--- config.mk ---
export PLATFORM = sky130hd
export DESIGN_NAME = booth_mul_sched_flat
export DESIGN_NICKNAME = d
export VERILOG_FILES = /design/src/rtl/booth_mul_sched_if.sv /design/src/rtl/booth_mul_sched.sv /design/src/flat_wrapper.sv
export SDC_FILE = /design/constraint.sdc
export NUM_CORES = 1
export LEC_CHECK = 0
export ABC_AREA = 1
export CAP_MARGIN = 20
export CELL_PAD_IN_SITES_DETAIL_PLACEMENT = 0
export CELL_PAD_IN_SITES_GLOBAL_PLACEMENT = 1
export CORE_UTILIZATION = 32
export DETAILED_ROUTE_END_ITERATION = 8
export PLACE_DENSITY = 0.87
export SYNTH_ARGS = -nofsm -noshare
export SYNTH_HDL_FRONTEND = slang
export SYNTH_SLANG_ARGS = --single-unit
--- constraint.sdc ---
create_clock -name clk -period 3.3 [get_ports clk]
set_input_delay 0.33 -clock clk [delete_from_list [all_inputs] [get_ports clk]]
set_output_delay 0.33 -clock clk [all_outputs]
set_load 0.02 [all_outputs]
--- src/rtl/booth_mul_sched_if.sv ---
`default_nettype none
// ============================================================================
// Module   : booth_mul_sched_if
// Purpose  : Request/response bundle between requesters and the shared Booth
//            multiplier scheduler.
// Revision : 1.0
// ============================================================================
interface booth_mul_sched_if #(
    parameter int N   = 10,
    parameter int REQ = 4,
    parameter int IDW = $clog2(REQ)
);
    logic [REQ-1:0]   req_valid;
    logic [REQ*N-1:0] req_m;
    logic [REQ*N-1:0] req_q;
    logic [REQ-1:0]   req_ready;
    logic             rsp_valid;
    logic             rsp_ready;
    logic [IDW-1:0]   rsp_id;
    logic [2*N-1:0]   rsp_p;
    logic             busy;

    modport master (
        output req_valid, req_m, req_q, rsp_ready,
        input  req_ready, rsp_valid, rsp_id, rsp_p, busy
    );

    modport slave (
        input  req_valid, req_m, req_q, rsp_ready,
        output req_ready, rsp_valid, rsp_id, rsp_p, busy
    );
endinterface
`default_nettype wire

--- src/rtl/booth_mul_sched.sv ---
`default_nettype none
// ============================================================================
// Module   : booth_mul_sched
// Purpose  : Round-robin scheduler sharing one radix-2 Booth sequential
//            multiplier among REQ requesters; tagged valid/ready response.
// Revision : 1.0
// ============================================================================
module booth_mul_sched #(
    parameter int N   = 10,
    parameter int REQ = 4,
    parameter int IDW = $clog2(REQ)
) (
    input  logic              clk,
    input  logic              rst,
    booth_mul_sched_if.slave  bus
);
    localparam int            CW     = $clog2(N + 1);
    localparam logic [IDW:0]  c_REQ  = (IDW + 1)'(REQ);

    localparam logic [1:0] S_IDLE = 2'd0;
    localparam logic [1:0] S_ITER = 2'd1;
    localparam logic [1:0] S_DONE = 2'd2;

    logic [1:0]        r_state;
    logic [1:0]        w_state_nxt;
    logic signed [N:0] r_a;
    logic signed [N:0] r_mr;
    logic [N-1:0]      r_q1;
    logic              r_q;
    logic [CW-1:0]     r_cnt;
    logic [IDW-1:0]    r_id;
    logic [IDW-1:0]    r_ptr;

    logic              w_found;
    logic [IDW-1:0]    w_gnt;
    logic [IDW:0]      w_cand;
    logic [IDW:0]      w_ptr_nxt;
    logic              w_take;
    logic              w_last;
    logic signed [N:0] w_a_op;
    logic [N-1:0]      w_m;
    logic [N-1:0]      w_q;

    // First valid requester searching from r_ptr upward, wrapping at REQ.
    always_comb begin
        w_found = 1'b0;
        w_gnt   = '0;
        w_cand  = '0;
        for (int k = 0; k < REQ; k++) begin
            w_cand = {1'b0, r_ptr} + (IDW + 1)'(k);
            if (w_cand >= c_REQ)
                w_cand = w_cand - c_REQ;
            if (!w_found && bus.req_valid[w_cand[IDW-1:0]]) begin
                w_found = 1'b1;
                w_gnt   = w_cand[IDW-1:0];
            end
        end
    end

    always_comb begin
        w_ptr_nxt = {1'b0, w_gnt} + (IDW + 1)'(1);
        if (w_ptr_nxt == c_REQ)
            w_ptr_nxt = '0;
    end

    assign w_m    = bus.req_m[int'(w_gnt)*N +: N];
    assign w_q    = bus.req_q[int'(w_gnt)*N +: N];
    assign w_take = (r_state == S_IDLE) && w_found;
    assign w_last = (r_cnt == CW'(N - 1));

    // Booth recoding of the current multiplier bit pair.
    always_comb begin
        case ({r_q1[0], r_q})
            2'b10:   w_a_op = r_a - r_mr;
            2'b01:   w_a_op = r_a + r_mr;
            default: w_a_op = r_a;
        endcase
    end

    always_ff @(posedge clk or posedge rst) begin
        if (rst)
            r_state <= S_IDLE;
        else
            r_state <= w_state_nxt;
    end

    always_comb begin
        w_state_nxt = r_state;
        case (r_state)
            S_IDLE:  if (w_found)       w_state_nxt = S_ITER;
            S_ITER:  if (w_last)        w_state_nxt = S_DONE;
            S_DONE:  if (bus.rsp_ready) w_state_nxt = S_IDLE;
            default:                    w_state_nxt = S_IDLE;
        endcase
    end

    always_ff @(posedge clk or posedge rst) begin
        if (rst) begin
            r_a   <= '0;
            r_mr  <= '0;
            r_q1  <= '0;
            r_q   <= 1'b0;
            r_cnt <= '0;
            r_id  <= '0;
            r_ptr <= '0;
        end else if (w_take) begin
            r_a   <= '0;
            r_mr  <= {w_m[N-1], w_m};
            r_q1  <= w_q;
            r_q   <= 1'b0;
            r_cnt <= '0;
            r_id  <= w_gnt;
            r_ptr <= w_ptr_nxt[IDW-1:0];
        end else if (r_state == S_ITER) begin
            // Add/sub result shifted right arithmetically across {A,Q1,q}.
            r_a   <= {w_a_op[N], w_a_op[N:1]};
            r_q1  <= {w_a_op[0], r_q1[N-1:1]};
            r_q   <= r_q1[0];
            r_cnt <= r_cnt + CW'(1);
        end
    end

    // Grant strobe is masked during reset so every output reads zero.
    always_comb begin
        bus.req_ready = '0;
        if (!rst && (r_state == S_IDLE) && w_found)
            bus.req_ready[w_gnt] = 1'b1;
        bus.rsp_valid = (r_state == S_DONE);
        bus.rsp_id    = (r_state == S_DONE) ? r_id : '0;
        bus.rsp_p     = (r_state == S_DONE) ? {r_a[N-1:0], r_q1} : '0;
        bus.busy      = (r_state != S_IDLE);
    end
endmodule
`default_nettype wire

--- src/flat_wrapper.sv ---
// flat-port wrapper written by rule: the top's interface ports become plain ports
module booth_mul_sched_flat 
#(
    parameter int N   = 10,
    parameter int REQ = 4,
    parameter int IDW = $clog2(REQ)
)
  (clk, rst, bus_req_valid, bus_req_m, bus_req_q, bus_rsp_ready, bus_req_ready, bus_rsp_valid, bus_rsp_id, bus_rsp_p, bus_busy);
  booth_mul_sched_if #(.N(N), .REQ(REQ), .IDW(IDW)) bus_i ();
  input  logic clk;
  input  logic rst;
  input wire logic [$bits(bus_i.req_valid)-1:0] bus_req_valid;
  input wire logic [$bits(bus_i.req_m)-1:0] bus_req_m;
  input wire logic [$bits(bus_i.req_q)-1:0] bus_req_q;
  input wire logic [$bits(bus_i.rsp_ready)-1:0] bus_rsp_ready;
  output wire logic [$bits(bus_i.req_ready)-1:0] bus_req_ready;
  output wire logic [$bits(bus_i.rsp_valid)-1:0] bus_rsp_valid;
  output wire logic [$bits(bus_i.rsp_id)-1:0] bus_rsp_id;
  output wire logic [$bits(bus_i.rsp_p)-1:0] bus_rsp_p;
  output wire logic [$bits(bus_i.busy)-1:0] bus_busy;
  assign bus_i.req_valid = bus_req_valid;
  assign bus_i.req_m = bus_req_m;
  assign bus_i.req_q = bus_req_q;
  assign bus_i.rsp_ready = bus_rsp_ready;
  assign bus_req_ready = bus_i.req_ready;
  assign bus_rsp_valid = bus_i.rsp_valid;
  assign bus_rsp_id = bus_i.rsp_id;
  assign bus_rsp_p = bus_i.rsp_p;
  assign bus_busy = bus_i.busy;
  booth_mul_sched #(.N(N), .REQ(REQ), .IDW(IDW)) u_core (.clk(clk), .rst(rst), .bus(bus_i));
endmodule
* Yosys cells after proc, flatten, opt, wreduce, memory -nomap -nowiden
Cells that the tools add are included.
** Cells by class
- Add/sub/neg operators :: 11
- $mul :: 1
- $lt $le $gt $ge :: 10
- Eq/ne operators :: 9
- Shift-type cells :: 2
- Multiplexer cells :: 39
- Reductions and logical operators :: 15
** Operator list (number)
- indexed part select 40 x 32 -> 10 bit :: 1
- indexed part select 40 x 7 -> 10 bit :: 1
- two-way mux 2 bit :: 13
- two-way mux 11 bit :: 2
- case mux 11 bit (2 select lines) :: 1
- two-way mux 10 bit :: 2
- two-way mux 20 bit :: 1
- < comparator 2 x 3 -> 1 bit (second input constant) :: 5
- two-way mux 4 bit :: 3
- adder 11 x 10 -> 11 bit :: 1
- two-way mux 1 bit :: 11
- subtractor 11 x 10 -> 11 bit :: 1
- >= comparator 3 bit (second input constant) :: 3
- binary-select mux 1 bit (select 2 bit) :: 4
- subtractor 2 x 1 -> 2 bit (second input constant) :: 4
- logical AND 1 bit :: 7
- adder 2 x 1 -> 3 bit (second input constant) :: 2
- adder 2 x 2 -> 3 bit (second input constant) :: 2
- case mux 2 bit (3 select lines) :: 1
- multiplier 2 x 3 -> 5 bit (second input constant) :: 1
- adder 4 x 1 -> 4 bit (second input constant) :: 1
- equality test 2 x 1 -> 1 bit (second input constant) :: 2
- equality test 2 bit (second input constant) :: 2
- equality test 4 bit (second input constant) :: 1
- other kinds (10) :: 15
** Storage, ports and cells
- Flip-flop bits (word level) :: 42
- Bits of input ports :: 87
- Word-level logic and storage cells :: 95

* Depth between registers and ports, before layout
Gate-level depths: netlist of the first run.
- Word-level depth :: 19
- Depth in mapped cells :: 16

* Worst setup path before layout of the first run
OpenSTA, ideal clock, no wires.
- Path type :: register -> register
- From :: register u_core.r_q1[0]
- To :: register u_core.r_a[8]
- Setup time :: 0.126 ns
- Data arrival time :: 2.222 ns
- Setup slack :: 0.952 ns
- Cell stages (with the launch flop) :: 16
- Buffers on the path :: 0
- Clock period less this slack :: 2.348 ns
- Path through :: dfrtp_1 > inv_1 > ha_1 > clkinv_1 > o21ai_0 > nand2_1 > xor2_1 > ha_1 > nand2_1 > inv_1 > a221oi_1 > nand2_1 > nand2_1 > nand3_1 > nand2_1 > o21ai_0
** On the way
- Word-level cells in the longest chain between the ends :: 4
- Elaborated cells on any way between the ends :: 5
- Those cells by class :: 2 x eq/ne; 3 x mux
** RTL lines
- start: declaration :: line booth_mul_sched.sv:28 : logic [N-1:0] r_q1;
- start signal: assignment :: line booth_mul_sched.sv:109 : r_q1 <= w_q;
- start signal: assignment :: line booth_mul_sched.sv:117 : r_q1 <= {w_a_op[0], r_q1[N-1:1]};
- equality test 2 x 1 -> 1 bit / equality test 2 bit (equally long branches) :: line booth_mul_sched.sv:73 : case ({r_q1[0], r_q})
- case mux 11 bit (2 select lines) (*) :: line booth_mul_sched.sv:73
- two-way mux 11 bit (*) :: line booth_mul_sched.sv:114 : end else if (r_state == S_ITER) begin
- two-way mux 11 bit (*) :: line booth_mul_sched.sv:106 : end else if (w_take) begin
- end signal: assignment :: line booth_mul_sched.sv:116 : r_a <= {w_a_op[N], w_a_op[N:1]};
- end: declaration :: line booth_mul_sched.sv:26 : logic signed [N:0] r_a;
Every way passes the cells marked *; elsewhere a longest branch is shown, timed or not. The select of a mux whose other input is x is not followed.
A chain may end at the register's enable or synchronous reset.

* Worst setup path in the final report of the first run
- From :: register u_core.r_ptr[0]
- To :: output port bus_req_ready[2]
** On the way
- Word-level cells in the longest chain between the ends :: 19
- Elaborated cells on any way between the ends :: 44
- Those cells by class :: 7 x add/sub; 6 x order compare; 23 x mux; 8 x reduce/logical
** RTL lines
- start: declaration :: line booth_mul_sched.sv:32 : logic [IDW-1:0] r_ptr;
- start signal: assignment :: line booth_mul_sched.sv:113 : r_ptr <= w_ptr_nxt[IDW-1:0];
- branches (longest 13 deep; another with adder 2 x 1 -> 3 bit)
- two-way mux 2 bit (*) :: line booth_mul_sched.sv:53 : if (!w_found && bus.req_valid[w_cand[IDW-1:0]]) begin
- net u_core.w_gnt[1] :: line booth_mul_sched.sv:35 : logic [IDW-1:0] w_gnt;
- < comparator 2 x 3 -> 1 bit (implied by the code) / >= comparator 2 x 1 -> 1 bit (equally long branches) :: line booth_mul_sched.sv:127 : bus.req_ready[w_gnt] = 1'b1;
- logical AND 1 bit (implied by the code) :: line booth_mul_sched.sv:127
- two-way mux 1 bit (implied by the code) :: line booth_mul_sched.sv:127
- demux 1 bit (select 2 bit) (*)
- two-way mux 4 bit (*) :: line booth_mul_sched.sv:126 : if (!rst && (r_state == S_IDLE) && w_found)
- end: declaration :: line flat_wrapper.sv:16 : output wire logic [$bits(bus_i.req_ready)-1:0] bus_req_ready;
Mark *: on every way through the listed nets, which the timed path passes. The select of a mux whose other input is x is not followed.

==> summary.txt, run 1 <==
Global routing
  – Number of global-route vias before repair: 3935
  – Total track usage: 0.183
  – First-pass GRT wire length: 17600 um
  – Grt total ovfl: 0
  – Initial antenna violation count: 0
  – Largest net degree at the start of global routing: 42

Clock tree
  – CTS H-tree lvls: 2
  – Total CTS buffers: 5
  – Clock-pin slew on the worst setup and hold paths: 0.06 ns
  – Deepest clock path buffer count: 2
  – CTS tree: yes
  – Root Buffer: clkbuf_16
  – Postcts setup bufs: 0
  – CTS resizes: 0
  – Clock Sinks: 41
  – Clk_lat worst skew: 0.29 ns
  – # hold bufs at CTS: 0

Critical path
  – CP Cell Sequence: inv_2 -> nand2_1 -> nand3_1 -> nand2_2 -> nor2_4 -> nand3_2 -> nand3_1 -> nand2_1 -> clkinv_1 -> ha_1 -> inv_1 -> nor2_1 -> clkdlybuf4s50_1
  – Worst EP arrival: 2.74 ns
  – R2r worst-path depth: 14
  – Slowest cell on crit path: clkdlybuf4s50_1
  – Sum of buffers and inverters on the critical path: 4
  – Reg2reg start: u_core.r_q1[0]
  – CP max FO: 11
  – CP Launch Type: register
  – CP delay by family, top: buffers and inverters
  – Reg2reg setup slack: 0.52 ns
  – Type of destination of the critical path: output pin
  – Crit path kind: register to output pin
  – Worst EP required: 2.97 ns
  – FF-to-FF End: u_core.r_a[6]
  – Crit-path max cell delay: 0.61 ns

Cells and area
  – Final nets: 811
  – Multi-input combinational cell area: 0.00227 mm2
  – Fill cells: 1178
  – Area Growth Syn to Fin: 38.5%
  – Post-route insts no fill: 848
  – Diodes inserted: 0
  – Reg area: 0.00103 mm2
  – Layout cells sized above 1: 0.0525

Pwr
  – Switch Pwr: 3.17 mW
  – Seq pwr share: 0.165
  – Clock share of power: 0.083
  – PwrDens: 1150 mW/mm2
  – Int Pwr: 2.76 mW
  – Switch share: 0.535
  – Pleak: 2.60 nW
  – Max IR drop VDD: 761 uV
  – Comb power frac: 0.753
  – Tot Pwr: 5.93 mW

Worst hold path
  – HP Class: register to register
  – Worst hold endpoint: u_core.r_id[0]
  – Hold Crit Depth: 1
  – Critical hold path startpoint: u_core.r_id[0]

Placement
  – DP HPWL: 8440 um
  – Cells after DPL: 840
  – Gp weighted congestion: 0.912
  – IO buf count: 114
  – Pre-CTS setup slack: 0.310 ns

Flow run
  – # Max-Cap Violations: 0

Logic synthesis
  – Synth warnings: 0
  – Syn Nets: 702
  – Yosys top cell by area: dfrtp_1
  – Fraction of registers with async set/reset: 1.00
  – Synth top area share: 0.275
  – Yosys reg bits: 41
  – Post-synth top cells: 194 x nand2_1, 80 x inv_1, 61 x nand3_1, 44 x nor2_1, 41 x dfrtp_1
  – Synth Cell Area: 0.00373 mm2
  – Commonest register cell after synthesis: dfrtp_1
  – Sequential share of the synthesized area: 0.275
  – Post-synth EDFFs: 0
  – Most common cell in the netlist: nand2_1
  – Yosys cell types: 35
  – Avg Inst Size Synth: 6.27 um2
  – Post-Synthesis Cells: 595
  – Area contributors post-synth: dfrtp_1 27%, nand2_1 20%, nand3_1 8.2%

STA
  – Setup_tns: 0 ns
  – Skew final: 0.0102 ns
  – Fin Hold WS: 0.501 ns
  – FMAX: 326 MHz
  – Crit path time final: 3.07 ns
  – RSZ-0062 raised after global routing: false
  – # setup viols final: 0
  – Final Hold Vio Count: 0
  – Worst Max-Slew Pin Slew: 0.877 ns
  – Max Slew Vio Count: 0
  – Tcrit/Tclk final: 0.930
  – Relative slew slack: 0.414
  – Final worst slack: 0.232 ns

Route
  – WL/cell: 12.7 um
  – Post-route ant nets: 0
  – # DRC: 0
  – Initial DRC count: 207
  – Pre-antenna DRT Iters: 5
  – DR vias/cell: 4.78
  – Routed wire length: 10700 um
  – Vias: 4055

Die
  – Initial Utilization: 0.328
  – Core Region: 0.0114 mm2
  – Ports: 115
  – Full die area: 0.0121 mm2
  – Die Y: 110 um
  – Die width: 110 um
  – FP Rows: 39

Status
  – Run status: completed
## cell type report
class / count / share of cell area
Sequential cell: 41 / 0.199
Clock inverter: 2 / 0.00290
Multi-Input combinational cell: 446 / 0.439
Tap cell: 143 / 0.0346
Inverter: 84 / 0.0610
Clock buffer: 6 / 0.0249
Timing Repair Buffer: 126 / 0.239
## through the flow
| stage | area, um2 | utilization |
|---|---|---|
| 2_1_floorplan | 3730 | - |
| 3_3_place_gp | 5020 | 0.442 |
| 3_5_place_dp | 5020 | 0.442 |
| 4_1_cts | 5160 | 0.454 |
| 5_1_grt | 5170 | 0.455 |
| 6_report | 5170 | 0.455 |
## cell usage in the layout, fill, tap and decap left out, types with 7 or more instances in the layout
cell,count
inv_1,80
nor2_1,44
xor2_1,7
o21ai_0,27
dfrtp_1,40
clkdlybuf4s50_1,112
nand2_1,194
a21oi_1,22
nand3b_1,19
buf_4,12
nand3_1,61
ha_1,19
o22ai_1,14
or2_1,7
## power groups by stage
stage	Combinational, mW	Clock, mW	Sequential [mW]
after detailed placement	4.45	0	0.983
after global routing	5.13	0.517	1.01
final	4.46	0.489	0.975
after CTS	4.49	0.496	0.975
after floorplan	3.50	0	0.915
after global placement	4.36	0	0.974
## sequential cells by signal, indices dropped and copies added (netlist names)
signal          count
u_core.r_cnt        4
u_core.r_state      2
u_core.r_ptr        2
u_core.r_a         10
u_core.r_q1        10
u_core.r_q          1
u_core.r_mr        10
u_core.r_id         2
## per-layer routing
layer,wire length (um),track usage,up-vias
li1,-,-,2106
met1,4860,0.230,1819
met2,5230,0.328,121
met3,514,0.0259,9
met4,133,0.0448,0
met5,0,0,-
## how the worst max path moves through the flow
stage	from	endpoint	slack [ns]	depth (start not counted)
after floorplan	u_core.r_q1[0]	u_core.r_a[8]	0.95	15
after detailed placement	bus_req_valid[3]	bus_req_ready[1]	0.31	14
after global routing	u_core.r_ptr[0]	bus_req_ready[2]	0.04	13
after global placement	bus_req_valid[3]	bus_req_ready[3]	0.40	14
final	u_core.r_ptr[0]	bus_req_ready[2]	0.23	13
after CTS	u_core.r_ptr[0]	bus_req_ready[1]	0.1	14
## cells by family after synthesis
group / synth area share
fa+ha+maj: 0.0690
compound gates: 0.106
flops: 0.275
simple gates: 0.412
buf+inv: 0.118
xor+xnor: 0.0211
Note: power is estimated with default switching activity, not from simulation.
==> inputs of run 2 (changes only) <==
--- a/config.mk
+++ b/config.mk
@@ -11,7 +11,7 @@
 export CELL_PAD_IN_SITES_GLOBAL_PLACEMENT = 1
 export CORE_UTILIZATION = 32
 export DETAILED_ROUTE_END_ITERATION = 8
-export PLACE_DENSITY = 0.87
+export PLACE_DENSITY = 0.92
 export SYNTH_ARGS = -nofsm -noshare
 export SYNTH_HDL_FRONTEND = slang
 export SYNTH_SLANG_ARGS = --single-unit
==> summary.txt, run 2 (synthesis gave the netlist of run 1 again) <==
Cells and area
  – Layout cells sized above 1: 0.0539
  – Fin util: 0.456
  – Diodes inserted: 0
  – Most common cell after layout, fill and taps aside: nand2_1
  – Final nets: 811
  – Largest regs: u_core.r_a (10), u_core.r_mr (10), u_core.r_q1 (10)
  – Area Growth Syn to Fin: 38.8%
  – Most frequent cells in the layout: 194 x nand2_1, 111 x clkdlybuf4s50_1, 80 x inv_1

Critical path
  – R2r worst-path depth: 15
  – Worst EP arrival: 2.75 ns
  – Worst Setup EP: bus_req_ready[0]
  – FF-to-FF End: u_core.r_a[8]
  – Reg2reg setup slack: 0.42 ns
  – Worst EP required: 2.97 ns
  – CP Launch Type: register
  – CP max FO: 27
  – Crit path kind: register to output pin
  – Crit. Startpoint: u_core.r_ptr[0]
  – Reg2reg start: u_core.r_q1[0]
  – Type of destination of the critical path: output pin

Pwr
  – Seq pwr share: 0.162
  – Clock share of power: 0.084
  – Switch share: 0.536
  – Switch Pwr: 3.21 mW
  – Comb power frac: 0.754
  – Int Pwr: 2.78 mW
  – Pleak: 2.64 nW
  – Max IR drop VDD: 450 uV
  – PwrDens: 1160 mW/mm2

Global routing
  – Largest net degree at the start of global routing: 42
  – Initial antenna violation count: 0
  – First-pass GRT wire length: 17700 um
  – Grt total ovfl: 0
  – Total track usage: 0.188
  – Number of global-route vias before repair: 3866

Clock tree
  – Root Buffer: clkbuf_16
  – Postcts setup bufs: 0
  – Clk_lat worst skew: 0.29 ns
  – Clock Sinks: 41
  – CTS H-tree lvls: 2
  – Deepest clock path buffer count: 2
  – CTS tree: yes
  – # hold bufs at CTS: 0
  – CTS resizes: 1
  – Clock-pin slew on the worst setup and hold paths: 0.06 ns
  – Total CTS buffers: 5

STA
  – Setup_tns: 0 ns
  – Crit path time final: 3.08 ns
  – Max Slew Vio Count: 0
  – # setup viols final: 0
  – Relative slew slack: 0.455
  – FMAX: 325 MHz
  – Tcrit/Tclk final: 0.932
  – RSZ-0062 raised after global routing: false
  – Final Hold Vio Count: 0
  – Skew final: 0.0100 ns
  – Worst Max-Slew Pin Slew: 0.816 ns

Status
  – Run status: completed

Die
  – Initial Utilization: 0.328
  – Die Y: 110 um
  – Ports: 115
  – Full die area: 0.0121 mm2
  – Die width: 110 um
  – FP Rows: 39
  – Core Region: 0.0114 mm2

Route
  – Post-route ant nets: 0
  – Vias: 4051
  – Initial DRC count: 178
  – WL/cell: 12.8 um
  – Pre-antenna DRT Iters: 4
  – DR vias/cell: 4.78
  – Routed wire length: 10800 um
  – # DRC: 0

Placement
  – IO buf count: 114
  – Gp weighted congestion: 0.886
  – DP HPWL: 8490 um

Worst hold path
  – HP Class: register to register
  – Critical hold path startpoint: u_core.r_mr[5]

Flow run
  – # Max-Cap Violations: 0
## run 2: cell count changes in the layout (fill, tap and decap cells not counted), sizes merged
cell and delta:
dlymetal6s2s +1, clkdlybuf4s50 -1, clkinv +2, clkinvlp -2
## run 2: power groups by stage
stage	clock, mW	combinational (mW)	sequential, mW
after CTS	0.515	4.52	0.970
final	0.503	4.51	0.970
after detailed placement	0	4.47	0.977
after global placement	0	4.39	0.968
after global routing	0.535	5.17	1.00
after floorplan	0	3.50	0.915
## run 2: per-layer routing
metal | share of wire | vias to the layer above | track usage | routed length (um)
met3 | 0.045 | 21 | 0.0300 | 483
met2 | 0.50 | 104 | 0.342 | 5430
li1 | - | 2105 | - | -
met5 | 0 | - | 0 | 0
met1 | 0.43 | 1821 | 0.224 | 4680
met4 | 0.022 | 0 | 0.0590 | 236
## run 2: area by class of cell
type | instances | area, um2
clock inverter | 2 | 13.8
timing repair buffer | 126 | 1240
sequential | 41 | 1030
tap | 143 | 179
clock buffer | 6 | 139
multi-input combinational | 446 | 2270
fill | 1159 | 6190
inverter | 84 | 315
## run 2: per-stage QoR
stage / worst slack (ns) / hold slack [ns] / cell area, um2 / power, mW / instances
5_1_grt: 0.0538 / 0.527 / 5180 / 6.71 / 848
3_5_place_dp: 0.217 / 0.467 / 5020 / 5.45 / 840
2_1_floorplan: 0.952 / 0.442 / 3730 / 4.41 / 595
4_1_cts: 0.105 / 0.483 / 5170 / 6.00 / 848
3_3_place_gp: 0.309 / 0.473 / 5020 / 5.35 / 840
6_report: 0.225 / 0.481 / 5180 / 5.99 / 848
## run 2: worst min-delay path by stage
| stage | slack (ns) | to | depth (start not counted) |
|---|---|---|---|
| floorplan | 0.44 | u_core.r_state[1] | 1 |
| finish | 0.48 | u_core.r_mr[5] | 2 |
| detailed placement | 0.47 | u_core.r_mr[5] | 2 |
| global placement | 0.47 | u_core.r_mr[5] | 2 |
| global route | 0.53 | u_core.r_id[0] | 1 |
| CTS | 0.48 | u_core.r_mr[5] | 2 |
## run 2: critical path: stages (launching register included)
cell	delay [ns]
dfrtp_2	0.49
inv_2	0.17
nand2_1	0.11
nand2_4	0.12
nand2_1	0.07
nand2_1	0.08
nor2_1	0.04
nor2_1	0.17
nand2_4	0.08
nand2_4	0.20
ha_1	0.19
inv_1	0.04
nor2_1	0.09
clkdlybuf4s50_1	0.61
